**src/rtl/paridade_pkg.sv**
```systemverilog
// Shared types and constants for the serial parity checker.
// Holds the FSM state encoding, the parity-mode constants and the error rule.
package paridade_pkg;

  typedef enum logic [1:0] {
    IDLE     = 2'd0,
    DADOS    = 2'd1,
    PARIDADE = 2'd2
  } estado_e;

  localparam logic PAR_PAR   = 1'b0;
  localparam logic PAR_IMPAR = 1'b1;

  // Even: acc ^ parity; odd: the complement of that.
  function automatic logic calc_erro(input logic acc, input logic bit_par, input logic modo);
    return acc ^ bit_par ^ (modo == PAR_IMPAR);
  endfunction

endpackage

```
**src/rtl/contador_erros_sat.sv**
```systemverilog
// Saturating error-frame counter with synchronous clear.
// Clear has priority over a coincident increment.
module contador_erros_sat #(
  parameter int unsigned CNT_W = 8
) (
  input  logic             clk,
  input  logic             rst,
  input  logic             inc,
  input  logic             clr,
  output logic [CNT_W-1:0] count
);

  logic [CNT_W-1:0] count_q, count_d;

  always_comb begin
    count_d = count_q;
    if (clr) begin
      count_d = '0;
    end else if (inc && (count_q != {CNT_W{1'b1}})) begin
      count_d = count_q + CNT_W'(1);
    end
  end

  always_ff @(posedge clk or posedge rst) begin
    if (rst) begin
      count_q <= '0;
    end else begin
      count_q <= count_d;
    end
  end

  assign count = count_q;

endmodule

```
**src/rtl/verificador_paridade_serial.sv**
```systemverilog
// Serial parity checker: DATA_W data bits (MSB first) then one parity bit per frame.
// Reports a registered error flag, the data word, a done pulse and a saturating error count.
module verificador_paridade_serial
  import paridade_pkg::*;
#(
  parameter int unsigned DATA_W = 5,
  parameter int unsigned CNT_W  = 8
) (
  input  logic              clk,
  input  logic              rst,
  input  logic              start,
  input  logic              odd_mode,
  input  logic              bit_in,
  input  logic              bit_valid,
  input  logic              abort,
  input  logic              clr_count,
  output logic              busy,
  output logic              done,
  output logic              erro,
  output logic [DATA_W-1:0] dado,
  output logic [CNT_W-1:0]  err_count
);

  localparam int unsigned IdxW = $clog2(DATA_W + 1);

  estado_e           state_q, state_d;
  logic              modo_q;
  logic              acc_q;
  logic [DATA_W-1:0] shift_q;
  logic [IdxW-1:0]   idx_q;
  logic              done_q;
  logic              erro_q;
  logic [DATA_W-1:0] dado_q;

  logic aceita_start;
  logic aceita_dado;
  logic fim_quadro;
  logic erro_calc;

  // abort wins over start and bit_valid in every state
  assign aceita_start = (state_q == IDLE) && start && !abort;
  assign aceita_dado  = (state_q == DADOS) && bit_valid && !abort;
  assign fim_quadro   = (state_q == PARIDADE) && bit_valid && !abort;
  assign erro_calc    = calc_erro(acc_q, bit_in, modo_q);

  // State register
  always_ff @(posedge clk or posedge rst) begin
    if (rst) begin
      state_q <= IDLE;
    end else begin
      state_q <= state_d;
    end
  end

  // Next-state logic
  always_comb begin
    state_d = state_q;
    unique case (state_q)
      IDLE: begin
        if (aceita_start) state_d = DADOS;
      end
      DADOS: begin
        if (abort) begin
          state_d = IDLE;
        end else if (aceita_dado && (idx_q == IdxW'(DATA_W - 1))) begin
          state_d = PARIDADE;
        end
      end
      PARIDADE: begin
        if (abort || bit_valid) state_d = IDLE;
      end
      default: state_d = IDLE;
    endcase
  end

  // Datapath and result registers
  always_ff @(posedge clk or posedge rst) begin
    if (rst) begin
      modo_q  <= PAR_PAR;
      acc_q   <= 1'b0;
      shift_q <= '0;
      idx_q   <= '0;
      done_q  <= 1'b0;
      erro_q  <= 1'b0;
      dado_q  <= '0;
    end else begin
      done_q <= fim_quadro;
      if (aceita_start) begin
        modo_q  <= odd_mode;
        acc_q   <= 1'b0;
        shift_q <= '0;
        idx_q   <= '0;
      end else if (aceita_dado) begin
        shift_q <= (shift_q << 1) | DATA_W'(bit_in);
        acc_q   <= acc_q ^ bit_in;
        idx_q   <= idx_q + IdxW'(1);
      end
      if (fim_quadro) begin
        erro_q <= erro_calc;
        dado_q <= shift_q;
      end
    end
  end

  // Outputs
  always_comb begin
    busy = (state_q != IDLE);
    done = done_q;
    erro = erro_q;
    dado = dado_q;
  end

  contador_erros_sat #(
    .CNT_W(CNT_W)
  ) u_contador (
    .clk  (clk),
    .rst  (rst),
    .inc  (fim_quadro && erro_calc),
    .clr  (clr_count),
    .count(err_count)
  );

endmodule
```
**config.mk**
```make
export PLATFORM = sky130hd
export DESIGN_NAME = verificador_paridade_serial
export DESIGN_NICKNAME = d
export VERILOG_FILES = /design/src/rtl/paridade_pkg.sv /design/src/rtl/contador_erros_sat.sv /design/src/rtl/verificador_paridade_serial.sv
export SDC_FILE = /design/constraint.sdc
export NUM_CORES = 1
export LEC_CHECK = 0
export CORE_MARGIN = 2
export CORE_UTILIZATION = 54
export DETAILED_ROUTE_END_ITERATION = 8
export PLACE_DENSITY = 0.94
export SLEW_MARGIN = 10
export SYNTH_ARGS = -nofsm -noshare
export SYNTH_HDL_FRONTEND = slang
export SYNTH_SLANG_ARGS = --single-unit
```
**constraint.sdc**
```tcl
create_clock -name clk -period 2.3 [get_ports clk]
set_input_delay 0.69 -clock clk [delete_from_list [all_inputs] [get_ports clk]]
set_output_delay 0.69 -clock clk [all_outputs]
set_load 0.1 [all_outputs]
```
# == Yosys cells after proc, flatten, opt, wreduce, memory -nomap -nowiden ==
# Index checks and enable logic that the tools add are counted.
# totals
mem_bits_rw,0
output_inout_bits,16
memories,0
rom_bits,0
register_bits,27
word_cells,50
latch_bits,0
# classes
bitwise,3
n_shift,0
reduce_logical,16
muxes,13
mul,0
eq_ne,7
div_mod_pow,0
add_sub_neg,2
magnitude_cmp,0
# op_table
operator,count
2-to-1 mux 8 bit,2
2-to-1 mux 5 bit,2
logical AND 1 bit,9
adder 8 x 1 -> 8 bit (second input constant),1
2-to-1 mux 2 bit,4
inequality test 8 bit (second input constant),1
2-to-1 mux 3 bit,2
case mux 2 bit (3 select lines),1
nonzero test 2 bit,3
OR 5 x 1 -> 5 bit,1
adder 3 x 1 -> 3 bit (second input constant),1
equality test 3 bit (second input constant),1
inequality test 3 x 2 -> 1 bit (second input constant),1
AND reduction 3 bit,1
equality test 2 x 1 -> 1 bit (second input constant),1
equality test 2 bit (second input constant),1
zero test 2 bit,1
2-to-1 mux 1 bit,2
inequality test 2 x 1 -> 1 bit (second input constant),1
inequality test 2 bit (second input constant),1
bitwise XOR 1 bit,2
zero test 1 bit,1
logical OR 1 bit,1

# == Longest topological paths before layout ==
# logic_depth
word_depth,7
depth_mapped,7
mapped_depth_nobuf,6

# == Cells and area by module ==
# A second synthesis with hierarchy kept.
# hier_totals
cells_unflattened,115
area_unflattened_um2,1405.1
# by_module_without_submodules
module,area_per_inst_um2,instances,cells_per_inst
verificador_paridade_serial,900.9,1,66
contador_erros_sat,504.2,1,49

# == Worst setup path after synthesis ==
# OpenSTA, ideal clock, no wires.
# synth_timing
path_type,reg-to-reg
start,register u_contador.count_q[0] (netlist: u_contador.count[0])
end,register u_contador.count_q[1] (netlist: u_contador.count[1])
arrival_ns,1.945
path_stages_with_launch,7
required_time_ns,2.172
synth_period_minus_slack_ns,2.074
path_slack_ns,0.226
path_cell_list,dfrtp_1 > ha_1 > nand3_1 > o211ai_2 > buf_6 > mux2i_1 > nor2_1
# synth_via
elab_chain_len,3
elab_cells_between_ends,6
# synth_rtl
element,line_no,text
"start, declared",contador_erros_sat.sv:13,"logic [CNT_W-1:0] count_q, count_d;"
"start signal, assigned",contador_erros_sat.sv:28,count_q <= count_d;
adder 8 x 1 -> 8 bit or inequality test 8 bit (tied branches),"contador_erros_sat.sv:20, contador_erros_sat.sv:19",
2-to-1 mux 8 bit or logical AND 1 bit (tied branches),contador_erros_sat.sv:19,end else if (inc && (count_q != {CNT_W{1'b1}})) begin
2-to-1 mux 8 bit or nonzero test 2 bit (tied branches),--,
# Parallel ways exist; a longest one is shown, timed or not. The select of a mux whose other input is x is not followed.
# A chain may end at the register's enable or synchronous reset.

# == Final worst setup path ==
# layout_timing
start,input bit_in
end,register u_contador.count_q[5] (netlist: u_contador.count[5])
# layout_via
elab_chain_len,5
# layout_rtl
element,line_no,text
"start, declared",verificador_paridade_serial.sv:13,"input logic bit_in,"
bitwise XOR 1 bit (2 in a row),paridade_pkg.sv:16,return acc ^ bit_par ^ (modo == PAR_IMPAR);
logical AND 1 bit,verificador_paridade_serial.sv:118,".inc (fim_quadro && erro_calc),"
logical AND 1 bit,contador_erros_sat.sv:19,
nonzero test 2 bit (no line),--,
# No other way between the ends.

==> out/qor.csv <==
metric;value;unit
place_ws;-172;ps
ys_types;31;
stdcell_count;179;
yosysMostFrequentCell;dfrtp_1;
grt_pass1_vias;966;
synth_top_family_by_area;simple AND/OR/NAND/NOR gates;
drive_gt1_share;23.8;%
yosys_warnings;0;
max-cap-violations;0;
fmax;464;MHz
synth_xor_area_share;3.44;%
drc;0;
drtAntennaViolNets;0;
min_period;2150;ps
drt-total-wl;2360;um
tightestPinTransition;422;ps
fin_skew;10.0;ps
final_hold_viol_count;0;
power.density;530;nW/um2
synth_compound_area_share;9.93;%
clk_latency;320;ps
cp_data_required_time;2550;ps
vias_per_cell;5.53;
antenna_cells;0;
rows;17;
synth_fp_nets;130;
cts_sinks;27;
num_vias;990;
yosys.area_share.simple;21.6;%
post-route-period-util;93.6;%
drv_slew;0;
place_hpwl;1740;um
syn_area;1230;um2
critPathKind;in -> reg;
netlist.top_cell.by_area;dfrtp_1;
irDropWorstVdd;0.341;mV
yosysSeqAreaShare;54.7;%
cts.hold.buffers_added;0;
overflow;0;
wire_per_inst;13.2;um
cts_buffer_depth;2;
grt_max_degree;28;
status;finished clean;
setup_ws;147;ps
postCtsSetupBuffers;0;
area_growth;23.7;%
synth_fa_ha_area_share;3.04;%
ys_seq_elements;27;
min_path_type;reg -> reg;
gp_congestion;0.771;
setup_viol_count_final;0;
syn_inst;119;
grt_pass1_wl;4040;um
fin_nets;163;
final_util;69.7;%
grt_util_all_layers;20.1;%
ios;24;
die_y;51.8;um
reg2reg_slack;590;ps
rsz0062_at_grt;false;
startpoint_type;primary input;
crit_fanout;8;
setup_tns;0;ps
synthTopCellsByArea;dfrtp_1, nand2_1, ha_1, a22o_1, a21oi_1;
cts_tree;yes;
worstPathArrival;2400;ps
yosys-top-cells-count;dfrtp_1, nand2_1, nor2_1;
p_total;809;uW
cts_buffers;3;
dp.cells;175;
die_x;51.8;um
ys.flop_type;dfrtp_1;
drt_iter0_drc;15;
dr.pass1.iters;4;
synth_area_per_cell;10.4;um2
muxShareOfSynthArea;3.44;%
start_util;56.4;%
htreeDepth;1;
clock-root-buffer;clkbuf_4;
crit_path_end;u_contador.count[5];
path_clk_slew;140;ps
dieArea;2690;um2
r2r-start;state_q[0];
antenna_found_initial;0;
leakage;0.759;nW
synthArstFlopShare;100;%
cts-resized-gates;0;
synth_edf_count;0;
core_area;2190;um2
r2r_cells;5;
relSlewSlack;71.7;%
port_buffers;23;
startpoint;bit_in;
synth.top_cell.area_share;54.7;%
end_kind;register;
r2r-end;u_contador.count[5];
how the worst min path moves through the flow:
stage,from,cells past startpoint,endpoint
6_report,erro,2,erro
4_1_cts,shift_q[4],2,dado[4]
5_1_grt,dado[3],2,dado[3]
3_3_place_gp,shift_q[4],2,dado[4]
3_5_place_dp,shift_q[4],2,dado[4]
2_1_floorplan,shift_q[4],2,dado[4]
report_power, final:
group / total [mW] / internal (mW) / switching [mW]
logic: 0.103 / 0.0529 / 0.0502
clock network: 0.199 / 0.0679 / 0.132
registers: 0.507 / 0.491 / 0.0150
total: 0.809 / 0.612 / 0.197
sequential cells by signal (all words and copies together), names as in the netlist:
signal            count
idx_q                 3
acc_q                 1
dado                  5
modo_q                1
erro                  1
shift_q               5
state_q               2
done                  1
u_contador.count      8
layout make-up:
type	count	area [um2]
sequential	27	676
fill	166	663
multi-input combinational	83	512
timing repair buffer	32	258
tap	28	35.0
clock buffer	4	26.3
inverter	5	21.3
stage by stage:
step	hold WS, ps	instance area [um2]
finish	492	1530
detailed placement	453	1500
global placement	452	1500
floorplan	437	1230
CTS	488	1530
global route	523	1530
metal layers:
layer / track usage [%] / wire length (um) / vias to the layer above
li1: - / - / 478
met1: 25.3 / 1090 / 485
met2: 34.6 / 1160 / 25
met3: 3.45 / 98 / 2
met4: 7.02 / 18 / 0
met5: 0 / 0 / -
cell families (layout without fill, tap and decap cells):
kind of cell	after synthesis	count (layout)
simple gates	54	54
flops	27	27
compound gates	19	19
buf+inv	9	41
mux	4	4
fa+ha+maj	3	3
xor+xnor	3	3
critical path, cell delays in order:
cell,delay (ps)
clkdlybuf4s50_1,450
xor3_2,430
o211ai_2,170
or4_1,510
a21oi_1,150
placed cells by master, fill, tap and decap left out, drive strengths merged, types with 2 or more instances in the layout:
master         Yosys  routed
nand2             25      25
dfrtp             27      27
a21oi              6       6
or4                2       2
xor2               2       2
nor2               8       8
clkdlybuf4s50      0       7
inv                5       5
or3                3       3
o31ai              2       2
buf                3      25
a22o               4       4
clkbuf             1       4
mux2i              2       2
nor3               3       3
o21ai              6       6
mux2               2       2
nand4              2       2
nand3              4       4
ha                 3       3
Power figures use the tool's default switching activity.
